`src/rtl/pong_game_engine_if.sv`:
```
// Pong engine bus: player inputs and the per-frame game state outputs.
//   start            level button, only its rising edge matters
//   stick_Y1/Y2      analog sticks, 128 = centre, >= 128 moves paddle up
//   ball_*_pos       ball top-left corner
//   player*_y_pos    paddle tops
//   player*_score    saturating scores
//   winner           0 none, 1 P1, 2 P2
//   state_out        current state code
// master drives the inputs (controller side), slave is the engine.
interface pong_game_engine_if;
    logic        start;
    logic [7:0]  stick_Y1;
    logic [7:0]  stick_Y2;
    logic [10:0] ball_x_pos;
    logic [10:0] ball_y_pos;
    logic [10:0] player1_y_pos;
    logic [10:0] player2_y_pos;
    logic [7:0]  player1_score;
    logic [7:0]  player2_score;
    logic [1:0]  winner;
    logic [2:0]  state_out;

    modport master (
        output start, stick_Y1, stick_Y2,
        input  ball_x_pos, ball_y_pos, player1_y_pos, player2_y_pos,
        input  player1_score, player2_score, winner, state_out
    );

    modport slave (
        input  start, stick_Y1, stick_Y2,
        output ball_x_pos, ball_y_pos, player1_y_pos, player2_y_pos,
        output player1_score, player2_score, winner, state_out
    );
endinterface

```
`src/rtl/pong_game_engine.sv`:
```
// Pong game engine, one update per vsync edge.
//   vsync  the only clock, one rising edge per frame
//   rst_n  asynchronous active-low reset
//   bus    pong_game_engine_if.slave (sticks/start in, ball/paddles/scores out)
// pong_paddle_step is the per-paddle combinational mover; the top holds all
// state in a single FSM register block so every output is registered.

module pong_paddle_step #(
    parameter int V_RES       = 480,
    parameter int PADDLE_H    = 100,
    parameter int STICK_SHIFT = 5
) (
    input  logic [7:0]  stick,
    input  logic [10:0] y,
    output logic [10:0] y_next,
    output logic [7:0]  d,
    output logic        up
);
    localparam logic [10:0] Y_MAX = 11'(V_RES - PADDLE_H);

    logic [7:0]  mag;
    logic [11:0] sum;

    always_comb begin
        up  = stick[7];                              // stick >= 128
        mag = up ? (stick - 8'd128) : (8'd128 - stick);
        d   = mag >> STICK_SHIFT;
        sum = {1'b0, y} + {4'b0, d};
        // Clamp before narrowing so neither direction can wrap.
        if (up)
            y_next = ({1'b0, y} >= {4'b0, d}) ? (y - 11'(d)) : '0;
        else
            y_next = (sum > {1'b0, Y_MAX}) ? Y_MAX : sum[10:0];
    end
endmodule

module pong_game_engine #(
    parameter int H_RES        = 640,
    parameter int V_RES        = 480,
    parameter int BALL_SIZE    = 10,
    parameter int PADDLE_H     = 100,
    parameter int PADDLE_W     = 5,
    parameter int SERVE_VX     = 8,
    parameter int SERVE_VY     = 3,
    parameter int MAX_VX       = 16,
    parameter int STICK_SHIFT  = 5,
    parameter int WIN_SCORE    = 7,
    parameter int PAUSE_FRAMES = 60
) (
    input  logic              vsync,
    input  logic              rst_n,
    pong_game_engine_if.slave bus
);
    typedef enum logic [2:0] {
        IDLE      = 3'd0,
        SERVE     = 3'd1,
        PLAY      = 3'd2,
        POINT     = 3'd3,
        GAME_OVER = 3'd4
    } state_t;

    localparam int              CW       = $clog2(PAUSE_FRAMES + 1);
    localparam logic [10:0]     BALL_X0  = 11'(H_RES / 2);
    localparam logic [10:0]     BALL_Y0  = 11'(V_RES / 2);
    localparam logic [10:0]     PAD_Y0   = 11'((V_RES - PADDLE_H) / 2);
    localparam logic [10:0]     X_HIT_L  = 11'(PADDLE_W);
    localparam logic [10:0]     X_HIT_R  = 11'(H_RES - PADDLE_W - BALL_SIZE);
    localparam logic [10:0]     Y_BOT    = 11'(V_RES - BALL_SIZE);
    localparam logic [CW-1:0]   PAUSE_LD = CW'(PAUSE_FRAMES - 1);
    localparam logic [7:0]      VX_MAX   = 8'(MAX_VX);
    localparam logic [7:0]      WIN      = 8'(WIN_SCORE);

    // Direction flags: x_right=0 is LEFT, y_up=0 is DOWN.
    state_t           state;
    logic             start_q, start_edge;
    logic             serve_right, x_right, y_up;
    logic [CW-1:0]    cnt;
    logic [7:0]       vx, vy;
    logic [10:0]      ball_x, ball_y;
    logic [1:0][10:0] pad_y, pad_nxt;
    logic [1:0][7:0]  stick, pad_d;
    logic [1:0]       pad_up;
    logic [7:0]       score1, score2;
    logic [1:0]       winner;

    assign start_edge = bus.start & ~start_q;
    assign stick[0]   = bus.stick_Y1;
    assign stick[1]   = bus.stick_Y2;

    for (genvar i = 0; i < 2; i++) begin : g_pad
        pong_paddle_step #(
            .V_RES(V_RES), .PADDLE_H(PADDLE_H), .STICK_SHIFT(STICK_SHIFT)
        ) u_step (
            .stick (stick[i]),
            .y     (pad_y[i]),
            .y_next(pad_nxt[i]),
            .d     (pad_d[i]),
            .up    (pad_up[i])
        );
    end

    // One ball step. All sums are 12 bits so edge comparisons never wrap;
    // overlap uses the paddle positions from before this frame's move.
    logic [11:0] bx, by, p1y, p2y, vxw, vyw;
    logic [10:0] nx, ny;
    logic [7:0]  nvx, nvy;
    logic        nx_right, ny_up, hit_l, hit_r, miss_l, miss_r;

    always_comb begin
        bx  = {1'b0, ball_x};
        by  = {1'b0, ball_y};
        p1y = {1'b0, pad_y[0]};
        p2y = {1'b0, pad_y[1]};
        vxw = {4'b0, vx};
        vyw = {4'b0, vy};

        ny    = ball_y;
        ny_up = y_up;
        if (!y_up && (by + 12'(BALL_SIZE) + vyw >= 12'(V_RES))) begin
            ny    = Y_BOT;
            ny_up = 1'b1;
        end else if (y_up && (by < vyw)) begin
            ny    = '0;
            ny_up = 1'b0;
        end else if (y_up) begin
            ny = ball_y - 11'(vy);
        end else begin
            ny = ball_y + 11'(vy);
        end

        nx       = ball_x;
        nx_right = x_right;
        nvx      = vx;
        nvy      = vy;
        hit_l    = 1'b0;
        hit_r    = 1'b0;
        miss_l   = 1'b0;
        miss_r   = 1'b0;
        if (!x_right && (bx < 12'(PADDLE_W) + vxw)) begin
            if ((by + 12'(BALL_SIZE) > p1y) && (by < p1y + 12'(PADDLE_H))) hit_l  = 1'b1;
            else                                                            miss_l = 1'b1;
        end else if (x_right && (bx + 12'(BALL_SIZE) + vxw > 12'(H_RES - PADDLE_W))) begin
            if ((by + 12'(BALL_SIZE) > p2y) && (by < p2y + 12'(PADDLE_H))) hit_r  = 1'b1;
            else                                                            miss_r = 1'b1;
        end else if (x_right) begin
            nx = ball_x + 11'(vx);
        end else begin
            nx = ball_x - 11'(vx);
        end

        // A paddle hit overrides the wall bounce's direction: the player's
        // stick steers the return.
        if (hit_l || hit_r) begin
            nx       = hit_l ? X_HIT_L : X_HIT_R;
            nx_right = hit_l;
            nvx      = (vx >= VX_MAX) ? VX_MAX : vx + 8'd1;
            ny_up    = pad_up[hit_r];
            nvy      = (pad_d[hit_r] != '0) ? pad_d[hit_r] : vy;
        end
    end

    function automatic logic [7:0] sat_inc(input logic [7:0] v);
        return (v == 8'hFF) ? v : v + 8'd1;
    endfunction

    always_ff @(posedge vsync or negedge rst_n) begin
        if (!rst_n) begin
            state       <= IDLE;
            start_q     <= 1'b0;
            cnt         <= '0;
            serve_right <= 1'b0;
            vx          <= '0;
            vy          <= '0;
            x_right     <= 1'b0;
            y_up        <= 1'b0;
            ball_x      <= BALL_X0;
            ball_y      <= BALL_Y0;
            pad_y       <= {PAD_Y0, PAD_Y0};
            score1      <= '0;
            score2      <= '0;
            winner      <= '0;
        end else begin
            start_q <= bus.start;
            case (state)
                IDLE: begin
                    ball_x <= BALL_X0;
                    ball_y <= BALL_Y0;
                    pad_y  <= {PAD_Y0, PAD_Y0};
                    score1 <= '0;
                    score2 <= '0;
                    winner <= '0;
                    if (start_edge) begin
                        state       <= SERVE;
                        cnt         <= PAUSE_LD;
                        serve_right <= 1'b0;
                    end
                end
                SERVE: begin
                    ball_x <= BALL_X0;
                    ball_y <= BALL_Y0;
                    pad_y  <= pad_nxt;
                    if (cnt == '0) begin
                        state   <= PLAY;
                        vx      <= 8'(SERVE_VX);
                        vy      <= 8'(SERVE_VY);
                        y_up    <= 1'b0;
                        x_right <= serve_right;
                    end else begin
                        cnt <= cnt - CW'(1);
                    end
                end
                PLAY: begin
                    pad_y   <= pad_nxt;
                    ball_x  <= nx;
                    ball_y  <= ny;
                    x_right <= nx_right;
                    y_up    <= ny_up;
                    vx      <= nvx;
                    vy      <= nvy;
                    // The loser receives the next serve.
                    if (miss_l) begin
                        score2      <= sat_inc(score2);
                        serve_right <= 1'b0;
                        state       <= POINT;
                        cnt         <= PAUSE_LD;
                    end else if (miss_r) begin
                        score1      <= sat_inc(score1);
                        serve_right <= 1'b1;
                        state       <= POINT;
                        cnt         <= PAUSE_LD;
                    end
                end
                POINT: begin
                    if (score1 == WIN) begin
                        state  <= GAME_OVER;
                        winner <= 2'd1;
                    end else if (score2 == WIN) begin
                        state  <= GAME_OVER;
                        winner <= 2'd2;
                    end else if (cnt == '0) begin
                        state  <= SERVE;
                        cnt    <= PAUSE_LD;
                        ball_x <= BALL_X0;
                        ball_y <= BALL_Y0;
                    end else begin
                        cnt <= cnt - CW'(1);
                    end
                end
                GAME_OVER: begin
                    if (start_edge) begin
                        state  <= IDLE;
                        ball_x <= BALL_X0;
                        ball_y <= BALL_Y0;
                        pad_y  <= {PAD_Y0, PAD_Y0};
                        score1 <= '0;
                        score2 <= '0;
                        winner <= '0;
                    end
                end
                default: state <= IDLE;
            endcase
        end
    end

    assign bus.ball_x_pos    = ball_x;
    assign bus.ball_y_pos    = ball_y;
    assign bus.player1_y_pos = pad_y[0];
    assign bus.player2_y_pos = pad_y[1];
    assign bus.player1_score = score1;
    assign bus.player2_score = score2;
    assign bus.winner        = winner;
    assign bus.state_out     = state;
endmodule

```
`src/flat_wrapper.sv`:
```
// flat-port wrapper written by rule: the top's interface ports become plain ports
module pong_game_engine_flat 
#(
    parameter int H_RES        = 640,
    parameter int V_RES        = 480,
    parameter int BALL_SIZE    = 10,
    parameter int PADDLE_H     = 100,
    parameter int PADDLE_W     = 5,
    parameter int SERVE_VX     = 8,
    parameter int SERVE_VY     = 3,
    parameter int MAX_VX       = 16,
    parameter int STICK_SHIFT  = 5,
    parameter int WIN_SCORE    = 7,
    parameter int PAUSE_FRAMES = 60
)
  (vsync, rst_n, bus_start, bus_stick_Y1, bus_stick_Y2, bus_ball_x_pos, bus_ball_y_pos, bus_player1_y_pos, bus_player2_y_pos, bus_player1_score, bus_player2_score, bus_winner, bus_state_out);
  pong_game_engine_if bus_i ();
  input  logic vsync;
  input  logic rst_n;
  input wire logic [$bits(bus_i.start)-1:0] bus_start;
  input wire logic [$bits(bus_i.stick_Y1)-1:0] bus_stick_Y1;
  input wire logic [$bits(bus_i.stick_Y2)-1:0] bus_stick_Y2;
  output wire logic [$bits(bus_i.ball_x_pos)-1:0] bus_ball_x_pos;
  output wire logic [$bits(bus_i.ball_y_pos)-1:0] bus_ball_y_pos;
  output wire logic [$bits(bus_i.player1_y_pos)-1:0] bus_player1_y_pos;
  output wire logic [$bits(bus_i.player2_y_pos)-1:0] bus_player2_y_pos;
  output wire logic [$bits(bus_i.player1_score)-1:0] bus_player1_score;
  output wire logic [$bits(bus_i.player2_score)-1:0] bus_player2_score;
  output wire logic [$bits(bus_i.winner)-1:0] bus_winner;
  output wire logic [$bits(bus_i.state_out)-1:0] bus_state_out;
  assign bus_i.start = bus_start;
  assign bus_i.stick_Y1 = bus_stick_Y1;
  assign bus_i.stick_Y2 = bus_stick_Y2;
  assign bus_ball_x_pos = bus_i.ball_x_pos;
  assign bus_ball_y_pos = bus_i.ball_y_pos;
  assign bus_player1_y_pos = bus_i.player1_y_pos;
  assign bus_player2_y_pos = bus_i.player2_y_pos;
  assign bus_player1_score = bus_i.player1_score;
  assign bus_player2_score = bus_i.player2_score;
  assign bus_winner = bus_i.winner;
  assign bus_state_out = bus_i.state_out;
  pong_game_engine #(.H_RES(H_RES), .V_RES(V_RES), .BALL_SIZE(BALL_SIZE), .PADDLE_H(PADDLE_H), .PADDLE_W(PADDLE_W), .SERVE_VX(SERVE_VX), .SERVE_VY(SERVE_VY), .MAX_VX(MAX_VX), .STICK_SHIFT(STICK_SHIFT), .WIN_SCORE(WIN_SCORE), .PAUSE_FRAMES(PAUSE_FRAMES)) u_core (.vsync(vsync), .rst_n(rst_n), .bus(bus_i));
endmodule
```
`config.mk`:
```
export PLATFORM = sky130hd
export DESIGN_NAME = pong_game_engine_flat
export DESIGN_NICKNAME = d
export VERILOG_FILES = /design/src/rtl/pong_game_engine_if.sv /design/src/rtl/pong_game_engine.sv /design/src/flat_wrapper.sv
export SDC_FILE = /design/constraint.sdc
export NUM_CORES = 1
export LEC_CHECK = 0
export CAP_MARGIN = 5
export CORE_MARGIN = 2
export CORE_UTILIZATION = 30
export DETAILED_ROUTE_END_ITERATION = 8
export PLACE_DENSITY = 0.59
export RECOVER_POWER = 100
export SLEW_MARGIN = 10
export SYNTH_ARGS = -nofsm -noshare
export SYNTH_HDL_FRONTEND = slang
export SYNTH_HIERARCHICAL = 1
export SYNTH_SLANG_ARGS = --single-unit
```
`constraint.sdc`:
```
create_clock -name vsync -period 3.83 [get_ports vsync]
set_input_delay 0.5745 -clock vsync [delete_from_list [all_inputs] [get_ports vsync]]
set_output_delay 0.5745 -clock vsync [all_outputs]
set_load 0.005 [all_outputs]
```
Yosys cells after proc, flatten, opt, wreduce, memory -nomap -nowiden

Index checks and enable logic that the tools add are counted.

Output and inout port bits: 65
Bits of input ports: 19
Flip-flop bits (word level): 91

Order comparisons: 14
Bitwise operators: 2
Multiplexer cells: 91
Equal/unequal tests: 28
Add/subtract/negate cells: 23
Reduce and logical (&&, ||, !) cells: 33

Operators by type and width:

| kind                                                                             | count |
|---|---|
| 11-bit 2-to-1 mux                                                                | 21 |
| 8-bit 2-to-1 mux                                                                 | 15 |
| 11-bit case mux with 4 select lines                                              | 2 |
| 22-bit case mux with 3 select lines                                              | 1 |
| 8-bit case mux with 3 select lines                                               | 2 |
| 6-bit 2-to-1 mux                                                                 | 7 |
| 11-bit by 12-bit < comparator with 1-bit output                                  | 3 |
| 8-bit case mux with 2 select lines                                               | 2 |
| 3-bit 2-to-1 mux                                                                 | 9 |
| 11-bit by 3-bit adder with 12-bit output                                         | 2 |
| 11-bit by 4-bit adder with 12-bit output, second input constant                  | 2 |
| 11-bit by 7-bit adder with 12-bit output, second input constant                  | 2 |
| 12-bit by 8-bit adder with 12-bit output                                         | 2 |
| 8-bit by 1-bit adder with 8-bit output, second input constant                    | 3 |
| 12-bit by 11-bit greater-than comparator with 1-bit output                       | 2 |
| 12-bit by 9-bit greater-than comparator with 1-bit output, second input constant | 2 |
| 6-bit case mux with 4 select lines                                               | 1 |
| 11-bit by 8-bit adder with 11-bit output                                         | 2 |
| 11-bit by 3-bit >= comparator with 1-bit output                                  | 2 |
| 22-bit 2-to-1 mux                                                                | 1 |
| 11-bit by 3-bit subtractor with 11-bit output                                    | 2 |
| 11-bit by 8-bit subtractor with 11-bit output                                    | 2 |
| 1-bit 2-to-1 mux                                                                 | 21 |
| 8-bit by 3-bit == test with 1-bit output, second input constant                  | 2 |
| other kinds (41)                                                                 | 81 |

Depth between registers and ports, before layout

Gate-level depths: netlist of the first run.

Word-level depth: 12
Depth in mapped cells: 17
Gate-level depth less buffers: 15

Modules after synthesis

The synthesis of the first run kept the hierarchy.

Modules (own cells, without submodules):

| module                                    | area an instance (um^2) | seq. area each (um^2) | times used | cells each |
|---|---|---|---|---|
| pong_game_engine                          | 8091.5                  | 2299.7                | 1          | 956 |
| pong_paddle_step (u_core.g_pad[1].u_step) | 953.4                   | 0.0                   | 1          | 134 |
| pong_paddle_step (u_core.g_pad[0].u_step) | 902.1                   | 0.0                   | 1          | 125 |

Least setup slack after synthesis of the first run

OpenSTA, ideal clock, no wires.

Path type: input port to flip-flop
From: input bus_stick_Y1[7]
To: register u_core.pad_y, in the netlist u_core/bus.player1_y_pos[3]
Required time: 3.757 ns
Cell stages on the path: 14
Arrival: 3.561 ns
Setup slack: 0.195 ns
Setup time: 0.073 ns
Path buffers: 1
Cell sequence: clkbuf_1 > inv_1 > o21ai_0 > xnor2_1 > inv_1 > fa_1 > o21ba_4 > or4_4 > and2_1 > o22ai_2 > nor3b_1 > o32ai_1 > nor2_1 > a21oi_1

RTL lines:

| what                 | line                    | text |
|---|---|---|
| start, declared      | flat_wrapper.sv:21      | `input wire logic [$bits(bus_i.stick_Y1)-1:0] bus_stick_Y1;` |
| end signal, assigned | pong_game_engine.sv:178 | `pad_y <= {PAD_Y0, PAD_Y0};` |
| end signal, assigned | pong_game_engine.sv:188 | `pad_y <= {PAD_Y0, PAD_Y0};` |
| end signal, assigned | pong_game_engine.sv:201 | `pad_y <= pad_nxt;` |
| end, declared        | pong_game_engine.sv:80  | `logic [1:0][10:0] pad_y, pad_nxt;` |

Worst setup path after layout of the first run

From: register u_core.pad_y, in the netlist u_core/bus.player2_y_pos[2]
To: register u_core.vy[0]

Longest elaborated chain between the ends: 11
Elaborated cells between the ends (all ways): 17
Classes of those cells: add/sub (1); order compare (2); eq/ne (2); mux (8); reduce/logical (4)

Ends and longest elaborated chain:

| what                                                                                                         | line                    | text |
|---|---|---|
| 11-bit by 7-bit adder with 12-bit output                                                                     | pong_game_engine.sv:143 | `if ((by + 12'(BALL_SIZE) > p2y) && (by < p2y + 12'(PADDLE_H))) hit_r = 1'b1;` |
| 11-bit by 12-bit < comparator with 1-bit output                                                              | pong_game_engine.sv:143 |  |
| 1-bit logical AND *                                                                                          | pong_game_engine.sv:143 |  |
| 1-bit 2-to-1 mux *                                                                                           | pong_game_engine.sv:143 |  |
| 1-bit 2-to-1 mux *                                                                                           | pong_game_engine.sv:142 | `end else if (x_right && (bx + 12'(BALL_SIZE) + vxw > 12'(H_RES - PADDLE_W))) begin` |
| 1-bit 2-to-1 mux *                                                                                           | pong_game_engine.sv:139 | `if (!x_right && (bx < 12'(PADDLE_W) + vxw)) begin` |
| 3-bit 2-to-1 mux (implied by the code)                                                                       | pong_game_engine.sv:158 | `nvy = (pad_d[hit_r] != '0) ? pad_d[hit_r] : vy;` |
| 8-bit 2-to-1 mux (implied by the code)                                                                       | pong_game_engine.sv:158 |  |
| 8-bit nonzero test / 8-bit 2-to-1 mux (equally long branches)                                                | pong_game_engine.sv:158 |  |
| 2-bit by 1-bit inequality test with 1-bit output (no source line) / 8-bit 2-to-1 mux (equally long branches) | --                      |  |
| 4-bit AND reduction (no source line) / 8-bit case mux with 2 select lines (equally long branches)            | --                      |  |
| end signal, assigned                                                                                         | pong_game_engine.sv:205 | `vy <= 8'(SERVE_VY);` |
| end signal, assigned                                                                                         | pong_game_engine.sv:219 | `vy <= nvy;` |
| end, declared                                                                                                | pong_game_engine.sv:78  | `logic [7:0] vx, vy;` |

Every way passes the cells marked *; elsewhere a longest branch is shown, timed or not. The select of a mux whose other input is x is not followed.
A chain may end at the register's enable or synchronous reset.

==> impl_metrics.yaml, run 1 <==
timing:
  fmax_ghz: 0.274
  period_share_pct: 95.3
  layout_min_cycle_time_ps: 3650
  fin_tns_setup_ps: 0
  finalHoldViolations: 0
  setup_viol: 0
  drv_slew: 42
  slew_headroom_pct: -56.1
  fin_skew_ps: 12.3
  tightest_slew_ps: 2340
cts:
  cts_tree: "done"
  clk_pin_slew_ps: 70
  cts_buffer_depth: 2
  clkLatencyLatePin_ps: 350
  numClockSinks: 91
  cts_max_level: 3
  cts-root-buf: "clkbuf_16"
  ctsHoldBuffers: 0
  cts-buffers-inserted: 9
layout:
  final_nets: 1511
  syn_to_final_growth_pct: 22.4
  antenna_cells: 0
  final_area_um2: 12200
  drive_gt1_share_pct: 12.4
  layout_common_cells: "ha_1, nor2_1, nand2_1"
  final_common_cell: "ha_1"
run_status:
  status: "finished with violations"
  violations: "capacitance limit, slew limit"
critical_path:
  cp-end-kind: "register"
  cp.buffers_inverters: 0
  critPathTopFamily: "compound AO/OA/AOI/OAI gates"
  cp_max_fo: 8
  reg2reg_setup_slack_ps: 180
  worstRegToRegCells: 12
  rr_startpoint: "u_core/bus.player2_y_pos[2]"
  worstSetupStartpointType: "register"
  r2r_end: "u_core/vy[0]"
  crit_arrival_ps: 3870
  crit_start: "u_core/bus.player2_y_pos[2]"
  cp_num_cells: 12
  cp_slowest_cell: "dfstp_2"
  slowest_delay_ps: 390
  critPathKind: "reg2reg"
  crit_required_ps: 4050
  path_cells: "a311o_1, and3_1, xnor2_1, ha_1, a2111oi_1, o21ai_0, o221ai_1, o21a_2, o21a_1, mux2_2, o21ai_4, a22oi_1"
  endpoint: "u_core/vy[0]"
synth:
  synthDistinctLibCells: 91
  synth_edf_count: 0
  synth_area_leaders: "dfrtp_1, ha_1, xnor2_1, dfstp_2, a21oi_1"
  yosys.area.top_type_share_pct: 18.4
  yosysSeqAreaShare_pct: 23.1
  async_flop_share_pct: 100
  synth_ff_type: "dfrtp_1"
  syn-cell-area_um2: 9950
  ys.warnings.count: 6
  ys_ff_latch: 91
  yosysTopAreaCell: "dfrtp_1"
  syn-instance-count: 1215
  synth.avg_cell_area_um2: 8.19
power:
  sw_frac_of_total_pct: 46.6
  clockPowerShare_pct: 14.1
  p_per_area_nw_per_um2: 526
  switching_power_uw: 2980
  p_seq_share_pct: 22.9
  p_int_uw: 3420
  combPwrFrac_pct: 63.0
  p_leak_uw: 0.00550
  peakVddDrop_mv: 0.267
global_route:
  grt-ovfl-total: 0
  grt_max_degree: 42
  antenna_found_initial: 0
  first_global_vias: 9328
  grtUsageTotal_pct: 17.3
  grt_pass1_wl_um: 47800
placed_design:
  placedInstanceArea_um2: 11900
  portBuffers: 83
  gp_congestion: 0.891
  dp_hpwl_um: 23100
min_path:
  hold_path_depth: 1
  hold_class: "reg2reg"
detailed_routing:
  antenna_left: 0
  viasPerCell: 5.23
  drtIter0Drc: 612
  drc_errors: 0
  via_count: 9473
  wl_um: 29400
  first_pass_iters: 5
  wire_per_inst_um: 16.2
floorplan:
  fp.dieH_um: 186
  dieWidth_um: 186
  start_util_pct: 30.5
  core_area_um2: 32600
  fp-row-count: 66
  ios: 84
  dieArea_um2: 34600
run:
  maxCapViolCount: 1
-- metrics by stage --
stage | instances | util [%] | hold WS, ps | setup WS, ps | power (uW)
floorplan | 1223 | - | 279 | 195 | 4110
global route | 1811 | 37.3 | 542 | -11.9 | 6990
detailed placement | 1793 | 36.4 | 501 | -118 | 5480
CTS | 1809 | 37.3 | 235 | 24.7 | 6430
global placement | 1793 | 36.4 | 495 | -88.1 | 5420
finish | 1811 | 37.3 | 509 | 178 | 6400
-- logic make-up after synthesis --
family	synth area share, %
other	0.0755
AOI/OAI and AO/OA	23.2
DFF	23.1
adders and majority gates	16.8
xor gates and xnor gates	7.66
buffers and inverters	6.55
muxes	1.87
and+or+nand+nor	20.7
-- area by class of cell --
class | count | area (um2)
clock buffer | 9 | 225
clock inverter | 7 | 65.1
fill | 3385 | 20400
inverter | 86 | 323
multi-input combinational | 983 | 7110
sequential | 91 | 2300
tap | 442 | 553
timing repair buffer | 193 | 1610
-- power by group through the flow --
stage	Clock, uW	Sequential (uW)	Combinational [uW]
floorplan	0	1410	2700
global placement	0	1490	3920
global route	975	1510	4500
CTS	932	1480	4020
finish	900	1470	4040
detailed placement	0	1490	3990
-- worst min-delay path by stage --
stage	startpoint	to	slack [ps]
4_1_cts	rst_n	u_core/vx[2]	230
2_1_floorplan	rst_n	u_core/bus.ball_x_pos[0]	280
5_1_grt	u_core/bus.winner[0]	u_core/bus.winner[0]	540
6_report	u_core/cnt[0]	u_core/cnt[0]	510
3_5_place_dp	u_core/cnt[5]	u_core/cnt[5]	500
3_3_place_gp	u_core/cnt[2]	u_core/cnt[2]	490
-- cells in the mapped netlist, types with 15 or more instances --
master / n
a21o_1: 17
a21oi_1: 83
and3_1: 20
buf_2: 16
clkbuf_1: 29
dfrtp_1: 73
dfstp_2: 18
ha_1: 119
inv_1: 86
mux2i_1: 15
nand2_1: 87
nand2b_1: 18
nand3_1: 31
nor2_1: 98
nor3_1: 30
o21ai_0: 62
or3_1: 16
xnor2_1: 55
xor2_1: 32
-- metal layers --
layer	up-vias	share of wire [%]	wire (um)	GRT usage (%)
met1	4555	47	13700	22.8
met2	197	48	14000	29.6
li1	4685	-	-	-
met4	0	1.7	496	4.54
met3	36	3.9	1130	2.56
met5	-	0	0	0
-- registers in the layout (all words and copies together) (netlist names) --
| name | cells |
|---|---|
| u_core/cnt | 6 |
| u_core/bus.player2_score | 8 |
| u_core/y_up | 1 |
| u_core/start_q | 1 |
| u_core/bus.player2_y_pos | 11 |
| u_core/bus.ball_x_pos | 11 |
| u_core/bus.player1_score | 8 |
| u_core/bus.player1_y_pos | 11 |
| u_core/bus.state_out | 3 |
| u_core/x_right | 1 |
| u_core/bus.winner | 2 |
| u_core/bus.ball_y_pos | 11 |
| u_core/serve_right | 1 |
| u_core/vy | 8 |
| u_core/vx | 8 |
-- repair_timing --
action,4_1_cts,5_1_grt
pin swaps,0,4
gates resized for setup,2,19
setup buffers,0,2
endpoints found under the setup margin,3,50
gates cloned,0,0
(Power assumes the default switching activity.)
==> run 2: changes to the inputs <==
CORE_UTILIZATION = 25   (was 30)
PLACE_DENSITY = 0.53   (was 0.59)
==> impl_metrics.yaml, run 2 (synthesized netlist as in run 1, its figures left out) <==
run_status:
  status: "finished with violations"
  violations: "capacitance limit, slew limit"
layout:
  layout_common_cells: "ha_1, nor2_1, nand2_1"
  fill_cells: 4246
  final_area_um2: 12300
  layout.cells.non_filler: 1892
  syn_to_final_growth_pct: 23.3
  final_common_cell: "ha_1"
  drive_gt1_share_pct: 12.4
  antenna_cells: 0
  final_nets: 1509
global_route:
  grtUsageTotal_pct: 14.5
  first_global_vias: 9044
  grt-ovfl-total: 0
  antenna_found_initial: 0
  grt_pass1_wl_um: 48500
  grt_max_degree: 76
cts:
  cts-buffers-inserted: 9
  clkLatencyLatePin_ps: 360
  ctsHoldBuffers: 0
  cts-root-buf: "clkbuf_16"
  cts_tree: "done"
  cts_max_level: 3
  clk_pin_slew_ps: 80
  numClockSinks: 91
  cts_buffer_depth: 2
critical_path:
  worstSetupStartpointType: "register"
  worstRegToRegCells: 16
  cp-end-kind: "register"
  crit_arrival_ps: 3870
  crit_required_ps: 4060
  critPathKind: "reg2reg"
  cp_max_fo: 8
placed_design:
  gp_congestion: 0.877
  placedInstanceArea_um2: 12000
  place_ws_ps: -101
  portBuffers: 83
  dp_hpwl_um: 23500
  dp.cells: 1874
power:
  p_leak_uw: 0.00548
  peakVddDrop_mv: 0.243
  power_uw: 6480
  p_per_area_nw_per_um2: 529
detailed_routing:
  dr_wl_met3_um: 1010
  viasPerCell: 4.99
  dr_wl_met2_um: 14200
  drc_errors: 0
  antenna_left: 0
  drtIter0Drc: 619
  wl_um: 30100
  wire_per_inst_um: 15.9
  highest_layer: "met4"
  via_count: 9443
  wl_met1_um: 14400
  first_pass_iters: 5
floorplan:
  dieWidth_um: 203
  start_util_pct: 25.2
  ios: 84
  dieArea_um2: 41400
  fp-row-count: 73
  core_area_um2: 39500
  fp.dieH_um: 203
timing:
  finalHoldViolations: 0
  layout_min_cycle_time_ps: 3640
  fmax_ghz: 0.275
  fin_ws_ps: 190
  slew_headroom_pct: -34.8
  period_share_pct: 95.0
  fin_skew_ps: 15.2
  setup_viol: 0
  tightest_slew_ps: 2020
  drv_slew: 76
min_path:
  hold_path_depth: 1
  hold_class: "reg2reg"
run:
  maxCapViolCount: 1
-- run 2: per-stage QoR --
stage	TNS (ps)	hold WS [ps]	utilization, %
finish	0	502	31.1
global route	-0.151	520	31.1
detailed placement	-460	488	30.3
global placement	-108	489	30.3
floorplan	0	279	-
CTS	0	441	31.1
-- run 2: what timing repair did --
action / in CTS / in global routing
resized for setup: 0 / 26
hold endpoints to repair: 0 / 0
setup endpoints to repair: 0 / 55
buffers inserted: 0 / 2
-- run 2: metal layers --
metal  GRT usage, %  vias up
li1               -     4679
met1           19.7     4551
met2           24.5      187
met3           1.82       26
met4           3.10        0
met5              0        -
-- run 2: final timing paths --
check | start | endpoint | slack, ps
setup / recovery | u_core/bus.ball_y_pos[1] | u_core/vy[0] | 190
hold / removal | u_core/cnt[5] | u_core/cnt[5] | 500
setup reg to reg | u_core/bus.ball_y_pos[1] | u_core/vy[0] | 190
hold reg to reg | u_core/cnt[5] | u_core/cnt[5] | 500
max in group asynchronous | rst_n | u_core/bus.player2_y_pos[9] | 1430
min in group asynchronous | rst_n | u_core/bus.ball_x_pos[1] | 780
-- run 2: power breakdown --
| group | leakage [uW] | internal, uW | switching (uW) |
|---|---|---|---|
| combinational | 0.00418 | 1820 | 2330 |
| sequential | 0.00116 | 1180 | 250 |
| clock | 0.000135 | 458 | 450 |
| total | 0.00548 | 3460 | 3030 |
-- run 2: area by class of cell --
| type | instances | area [um2] | share of cell area (%) |
|---|---|---|---|
| Clock buffer | 9 | 225 | 1.84 |
| Clock inverter | 7 | 70.1 | 0.571 |
| Inverter | 86 | 323 | 2.63 |
| Multi-Input combinational cell | 983 | 7090 | 57.8 |
| Sequential cell | 91 | 2300 | 18.8 |
| Tap cell | 525 | 657 | 5.36 |
| Timing Repair Buffer | 191 | 1600 | 13.0 |
-- run 2: critical path, cell delays in order (launching register included) --
cell	delay (ps)
dfrtp_1	470
ha_2	270
nor2_1	80
nor3b_2	200
xor2_1	120
buf_4	160
ha_1	300
and3_1	190
nand3_1	120
a211o_1	260
a21oi_2	140
o21a_1	210
o21a_1	160
buf_4	120
mux2_4	320
o21ai_4	260
a22oi_1	130
==> run 3: changes to the inputs <==
CAP_MARGIN = 20   (was 5)
==> impl_metrics.yaml, run 3 (synthesized netlist as in run 1, its figures left out) <==
run_status:
  status: "finished with violations"
  violations: "capacitance limit, slew limit"
cts:
  clkLatencyLatePin_ps: 360
  cts-buffers-inserted: 9
  cts_max_level: 3
  cts_buffer_depth: 2
  numClockSinks: 91
  cts_tree: "done"
  cts-root-buf: "clkbuf_16"
  ctsHoldBuffers: 0
  clk_pin_slew_ps: 80
layout:
  seqCellArea_um2: 2300
  fill_cells: 4246
  final_nets: 1510
  syn_to_final_growth_pct: 23.3
  post-route-util_pct: 31.1
  final_common_cell: "ha_1"
  antenna_cells: 0
  multi_input_area_um2: 7090
  drive_gt1_share_pct: 12.4
  layout_common_cells: "ha_1, nor2_1, nand2_1"
global_route:
  antenna_found_initial: 0
  grt-ovfl-total: 0
  grtUsageTotal_pct: 14.5
  grt_pass1_wl_um: 48500
  grt_max_degree: 76
  first_global_vias: 9044
detailed_routing:
  viasPerCell: 5.01
  wire_per_inst_um: 15.9
  drtIter0Drc: 585
  via_count: 9475
  first_pass_iters: 5
  wl_um: 30100
  antenna_left: 0
  drc_errors: 0
critical_path:
  cp-end-kind: "register"
  rr_startpoint: "u_core/bus.ball_y_pos[1]"
  critPathKind: "reg2reg"
  worstSetupStartpointType: "register"
  crit_required_ps: 4070
  reg2reg_setup_slack_ps: 210
  crit_arrival_ps: 3860
  r2r_end: "u_core/vy[0]"
  cp_max_fo: 8
  worstRegToRegCells: 16
placed_design:
  portBuffers: 83
  gp_congestion: 0.877
  dp_hpwl_um: 23500
  place_ws_ps: -101
timing:
  slew_headroom_pct: -40.5
  layout_min_cycle_time_ps: 3620
  drv_slew: 40
  fmax_ghz: 0.276
  finalHoldViolations: 0
  tightest_slew_ps: 2110
  fin_skew_ps: 14.3
  fin_tns_setup_ps: 0
  fin_ws_ps: 206
  setup_viol: 0
  period_share_pct: 94.6
power:
  p_leak_uw: 0.00548
  p_per_area_nw_per_um2: 528
  peakVddDrop_mv: 0.243
  power_uw: 6480
min_path:
  hp-start: "u_core/cnt[5]"
  hold_class: "reg2reg"
  min_to: "u_core/cnt[5]"
  hold_path_depth: 1
floorplan:
  core_area_um2: 39500
  fp.dieH_um: 203
  dieArea_um2: 41400
  start_util_pct: 25.2
  ios: 84
  fp-row-count: 73
  dieWidth_um: 203
run:
  maxCapViolCount: 1
[run 3: final cells by class]
| type | instances | share of cell area, % |
|---|---|---|
| repair buffers | 192 | 13.0 |
| flip-flops and latches | 91 | 18.8 |
| clock buffers | 9 | 1.84 |
| multi-input cells | 983 | 57.8 |
| inverters | 86 | 2.63 |
| well taps | 525 | 5.35 |
| clock inverters | 7 | 0.571 |
[run 3: how the worst max path moves through the flow]
stage | startpoint | end | slack [ps] | cells past startpoint
6_report | u_core/bus.ball_y_pos[1] | u_core/vy[0] | 210 | 16
5_1_grt | u_core/bus.ball_y_pos[1] | u_core/vy[0] | -0.2 | 16
4_1_cts | u_core/bus.ball_y_pos[4] | u_core/vy[0] | 50 | 14
3_5_place_dp | bus_stick_Y1[0] | u_core/bus.player1_y_pos[3] | -100 | 16
3_3_place_gp | bus_stick_Y1[0] | u_core/bus.player1_y_pos[3] | -60 | 15
2_1_floorplan | bus_stick_Y1[7] | u_core/bus.player1_y_pos[3] | 200 | 14
[run 3: stage by stage]
step / hold slack (ps) / cells / area, um2
floorplan: 279 / 1223 / 9980
global placement: 489 / 1874 / 12000
detailed placement: 488 / 1874 / 12000
CTS: 441 / 1890 / 12300
global route: 520 / 1893 / 12300
finish: 500 / 1893 / 12300
[run 3: where the power goes]
part	total, uW	switching [uW]	internal, uW	leakage [uW]
Clock	908	450	458	0.000135
Sequential	1430	249	1180	0.00116
Combinational	4140	2330	1820	0.00419
Total	6480	3020	3460	0.00548
[run 3: worst max-delay path, stage by stage, from the launching register on]
cell	delay [ps]
dfrtp_1	470
ha_2	270
nor2_1	80
nor3b_2	200
xor2_1	120
buf_4	160
ha_1	300
and3_1	190
nand3_1	120
a211o_1	260
a21oi_2	140
o21a_1	210
o21a_1	170
buf_4	120
mux2_4	320
o21ai_4	250
a22oi_1	130
[run 3: what timing repair did]
item	CTS	global route
buffers inserted	0	2
hold endpoints to repair	0	0
gates resized for setup	0	26
setup endpoints to repair	0	55
[run 3: per-layer routing]
metal	share of wire, %	GRT usage [%]	up-vias	wire length (um)
met4	1.4	3.10	0	422
met5	0	0	-	0
li1	-	-	4687	-
met1	48	19.7	4559	14400
met2	47	24.5	201	14200
met3	3.5	1.82	28	1040
==> patch 1, RTL diff (flow settings as in run 3) <==
`PAUSE_FRAMES` is set to 60 in 2 places; all go to 120.
--- a/src/rtl/pong_game_engine.sv
+++ b/src/rtl/pong_game_engine.sv
@@ -46,5 +46,5 @@
     parameter int STICK_SHIFT  = 5,
     parameter int WIN_SCORE    = 7,
-    parameter int PAUSE_FRAMES = 60
+    parameter int PAUSE_FRAMES = 120
 ) (
     input  logic              vsync,
--- a/src/flat_wrapper.sv
+++ b/src/flat_wrapper.sv
@@ -12,5 +12,5 @@
     parameter int STICK_SHIFT  = 5,
     parameter int WIN_SCORE    = 7,
-    parameter int PAUSE_FRAMES = 60
+    parameter int PAUSE_FRAMES = 120
 )
   (vsync, rst_n, bus_start, bus_stick_Y1, bus_stick_Y2, bus_ball_x_pos, bus_ball_y_pos, bus_player1_y_pos, bus_player2_y_pos, bus_player1_score, bus_player2_score, bus_winner, bus_state_out);
Formal check against the unedited RTL: no difference found for any inputs over 4 cycles, from zero or initial values and one cycle with rst_n low; that may be too few to reach the edited logic, so the function may still have changed.
==> patch 1 against run 3 <==
  * The run still ends with max-capacitance violations, max-slew violations left
  * Worst hold slack barely moved
  * Synthesized cell count rose by 0.49%
  * Via count rose by 0.61%
  * Setup slack got worse by 56 ps
  * Maximum frequency fell by 1.5%
  * Synthesized area rose by 1.3%
  * Power fell by 8.6%
  * Final area rose by 3.9%
  * Routed wire length rose by 0.91%
  * Sequential cell count rose by 1
  * Utilization rose by 0.99 points
  * Largest power group unchanged
==> patch 1: results (changes against run 3) <==
stage;metric;value;unit;change
status;outcome;finished with violations;;
synthesis;synthTopCellsByCount;ha_1, nor2_1, nand2_1;;
final_layout;drive_gt1_frac;0.148;;+0.0234
detailed_routing;wl_per_cell;15.7;um;-1.5%
synthesis;synth.area.top_cells;dfrtp_1, ha_1, xnor2_1;;
sta;tightestPinTransition;1830;ps;-278 ps
sta;max_freq;272;MHz;-1.5%
clocking;cts_resized;1;;+1
synthesis;synth.distinct_cells;94;;+3.3%
flow_run;drv_cap;2;;+1
setup_path;critical-path-slowest-cell;or4_1;;
placed_design;dp.final_hpwl;24.5;mm;+4.3%
global_routing;grt_pass1_vias;9438;;+4.4%
status;violations;max-capacitance violations, max-slew violations;;
final_layout;final_nets;1557;;+3.1%
sta;hold_slack;500;ps;-0.242 ps
setup_path;rr_worst_depth;14;;-2
setup_path;worstPathArrival;3910;ps;+50 ps
final_layout;nFillCells;4191;;-1.3%
power;p_clk;868;uW;-4.4%
placed_design;pre_cts_slack;-83.1;ps;+18.2 ps
power;ir_drop;0.242;mV;-0.41%
sta;drv_slew;63;;+57%
synthesis;async_flop_share;1.00;;unchanged
worst_hold_path;hold_class;reg -> reg;;
power;powerDensity;465;nW/um2;-12%
synthesis;ys_seq_area_frac;0.231;;-0.000445
detailed_routing;first_iter_violations;559;;-4.4%
detailed_routing;routed_via_density;4.91;;-1.8%
synthesis;ys_warn_count;6;;unchanged
power;switching_power;2.58;mW;-15%
sta;finalClockSkew;11.4;ps;-2.88 ps
global_routing;grt_pass1_wl;49.1;mm;+1.4%
setup_path;crit_path_max_fanout;6;;-2
global_routing;grt_usage;0.146;;+0.00131
final_layout;fin_cells;1940;;+2.5%
setup_path;cpPeakStageDelay;550;ps;+80 ps
synthesis;syn_avg_cell_area;8.25;um2;+0.79%
placed_design;gp_congestion;0.863;;-1.6%
power;power_frac_comb;0.620;;-0.019
placed_design;postPlaceCellArea;12400;um2;+3.3%
global_routing;grt_start_max_net_pins;34;;-55%
power;power.leakage;5.62;nW;+2.6%
patch 1: cell families after synthesis:
kind of cell / synth area share
buffers and inverters: 0.0611
other: 0.000745
flip-flops: 0.231
multiplexers: 0.0224
XOR/XNOR: 0.0835
adder cells (fa/ha/maj): 0.166
AO/OA/AOI/OAI: 0.232
AND/OR/NAND/NOR: 0.204
patch 1: final timing paths:
check,from,to
max,u_core/bus.ball_y_pos[2]$_DFFE_PN0P_,u_core/bus.player1_score[7]$_DFFE_PN0P_
min,u_core/serve_right$_DFFE_PN0P_,u_core/serve_right$_DFFE_PN0P_
max reg2reg,u_core/bus.ball_y_pos[2]$_DFFE_PN0P_,u_core/bus.player1_score[7]$_DFFE_PN0P_
min reg2reg,u_core/serve_right$_DFFE_PN0P_,u_core/serve_right$_DFFE_PN0P_
max in group asynchronous,rst_n,u_core/bus.player2_y_pos[8]$_DFFE_PN0P_
min in group asynchronous,rst_n,u_core/bus.ball_x_pos[5]$_DFFE_PN0P_
patch 1: final cells by class:
cell class	count	area (um2)	area share
multi-input cells	997	7320	0.574
well taps	525	657	0.0515
flip-flops and latches	92	2330	0.182
repair buffers	220	1840	0.144
clock inverters	3	22.5	0.00177
inverters	90	338	0.0265
clock buffers	13	250	0.0196
patch 1: critical path: cells and delay by family (launching register included):
kind | cells | cell delay, ps
AOI/OAI and AO/OA | 3 | 790
xor gates and xnor gates | 2 | 340
adders and majority gates | 2 | 540
buffers and inverters | 1 | 160
DFF | 1 | 440
and+or+nand+nor | 6 | 1270
patch 1: routing by layer:
layer | up-vias | track usage | share of wire
met5 | - | 0 | 0
met4 | 0 | 0.0448 | 0.020
met3 | 30 | 0.0142 | 0.023
met2 | 129 | 0.247 | 0.47
met1 | 4570 | 0.196 | 0.48
li1 | 4804 | - | -
==> patch 2, RTL diff (config.mk and constraints of run 3) <==
Made on the original files. Reset style: synchronous (`rst_n`), changed in one clocked block. Comments in the files are not updated.
--- a/src/rtl/pong_game_engine.sv
+++ b/src/rtl/pong_game_engine.sv
@@ -164,5 +164,5 @@
     endfunction
 
-    always_ff @(posedge vsync or negedge rst_n) begin
+    always_ff @(posedge vsync) begin
         if (!rst_n) begin
             state       <= IDLE;
Function: differs if rst_n is asserted again (counterexample within 4 cycles, from zero or initial values and one cycle with rst_n low); with rst_n held inactive, the same outputs for 4 cycles.
==> patch 2 against run 3 <==
  * Non-clock buffer count rose by 56
  * Final area is 1.6% higher
  * Die area down 2.2%
  * Routed wire length grew 4.3%
  * Setup slack worse by 70 ps
  * Largest cell class unchanged
  * Synthesized area shrank 2.2%
  * Sequential cell count unchanged
Power is not compared: it rests on default switching activity, and its combinational part moved more than twofold at a synthesized area within 25%.
==> patch 2: results (changes against run 3) <==
stage;metric;value;unit;change
synthesis;synthTopCellsByCount;ha_1, nor2_1, nand2_1;;
status;outcome;completed;;
clocking;cts_root_buf;clkbuf_16;;
global_routing;grt_start_max_net_pins;28;;-63%
synthesis;async_flop_share;0;;-1.00
power;clkPwrFrac;0.311;;
power;swShare;0.354;;
global_routing;grt_usage;0.153;;+0.00759
placed_design;portBuffers;83;;unchanged
global_routing;grt_pass1_wl;50.5;mm;+4.1%
sta;setup_viol;0;;unchanged
clocking;cts-buffers-inserted;9;;unchanged
setup_path;worstPathArrival;3910;ps;+50 ps
clocking;clkLatencyLatePin;360;ps;about the same
detailed_routing;routed-via-count;9810;;+3.5%
detailed_routing;routed_wl;31.4;mm;+4.3%
final_layout;final_nets;1608;;+6.5%
clocking;htree_num_levels;3;;unchanged
placed_design;postPlaceCellArea;12100;um2;+1.5%
global_routing;antenna_found_initial;0;;unchanged
final_layout;diodes;0;;unchanged
power;power.total;3.24;mW;
sta;finalClockSkew;10.7;ps;-3.64 ps
power;power_frac_comb;0.363;;
placed_design;gp_congestion;0.894;;+1.9%
clocking;clkTransAtPathRegs;80;ps;about the same
worst_hold_path;hold_class;reg -> reg;;
synthesis;ys_seq_area_frac;0.187;;-0.0439
detailed_routing;first_iter_violations;716;;+22%
setup_path;critical-path-slowest-cell;o311ai_0;;
final_layout;nFillCells;4170;;-1.8%
clocking;clock_path_buffers;2;;unchanged
setup_path;crit_path_max_fanout;5;;-3
synthesis;synth.area.top_cells;dfxtp_1, ha_1, xnor2_1;;
power;ir_drop;0.153;mV;
sta;slew_headroom;0.314;;+0.719
placed_design;dp.final_hpwl;25.4;mm;+8.0%
power;power.leakage;5.15;nW;
synthesis;synth.distinct_cells;97;;+6.6%
synthesis;ys_warn_count;6;;unchanged
setup_path;cpPeakStageDelay;600;ps;+130 ps
global_routing;grt_pass1_vias;9549;;+5.6%
final_layout;drive_gt1_frac;0.141;;+0.0162
==> patch 2: timing repair <==
| item | CTS | global route |
|---|---|---|
| setup endpoints to repair | 6 | 41 |
| pin swaps | 0 | 9 |
| buffers inserted | 0 | 2 |
| resized for setup | 2 | 21 |
| gates cloned | 0 | 0 |
==> patch 2: path summary, 6_finish.rpt <==
check                                              from  slack [ps]  cells after the start                    endpoint
setup / recovery  u_core/bus.ball_y_pos[1]$_SDFFE_PN0P_         140                     17   u_core/vy[0]$_SDFFE_PN0P_
hold / removal               u_core/cnt[0]$_SDFFE_PN0P_         490                      1  u_core/cnt[0]$_SDFFE_PN0P_
setup reg to reg  u_core/bus.ball_y_pos[1]$_SDFFE_PN0P_         140                     17   u_core/vy[0]$_SDFFE_PN0P_
hold reg to reg              u_core/cnt[0]$_SDFFE_PN0P_         490                      1  u_core/cnt[0]$_SDFFE_PN0P_
==> patch 2: final cells by class <==
type	count	area, um2	area share
Timing Repair Buffer	248	1960	0.157
Clock inverter	6	97.6	0.00783
Inverter	91	342	0.0274
Sequential cell	91	1830	0.146
Multi-Input combinational cell	1020	7360	0.591
Clock buffer	10	229	0.0184
Tap cell	518	648	0.0520
==> patch 2: worst max-delay path, delay by kind of cell, from the launching register on <==
| family | cells | cell delay (ps) |
|---|---|---|
| XOR/XNOR | 1 | 160 |
| adder cells (fa/ha/maj) | 2 | 520 |
| AND/OR/NAND/NOR | 4 | 540 |
| buffers and inverters | 4 | 600 |
| flip-flops | 1 | 380 |
| multiplexers | 1 | 160 |
| AO/OA/AOI/OAI | 5 | 1180 |
==> patch 2: logic make-up after synthesis <==
family                     after synthesis  synth area share
other                                    2          0.000772
DFF                                     91             0.187
muxes                                   17            0.0185
buffers and inverters                  151            0.0669
AOI/OAI and AO/OA                      350             0.248
and+or+nand+nor                        420             0.221
adders and majority gates              128             0.172
xor gates and xnor gates                95            0.0855
==> patch 2: per-layer routing <==
layer	vias to the layer above	track usage	wire, um
met5	-	0	0
met4	0	0.0420	622
met3	36	0.0175	983
met2	213	0.258	14800
met1	4593	0.205	15000
li1	4968	-	-
==> patch 2: through the flow <==
| step | cells | hold WS (ps) | setup TNS [ps] | utilization | worst slack [ps] |
|---|---|---|---|---|---|
| 2_1_floorplan | 1262 | 445 | 0 | - | 46.0 |
| 3_3_place_gp | 1966 | 469 | -345 | 0.315 | -112 |
| 3_5_place_dp | 1966 | 486 | -776 | 0.315 | -118 |
| 4_1_cts | 1982 | 498 | 0 | 0.324 | 19.0 |
| 5_1_grt | 1984 | 516 | -54.4 | 0.323 | -24.0 |
| 6_report | 1984 | 494 | 0 | 0.323 | 136 |
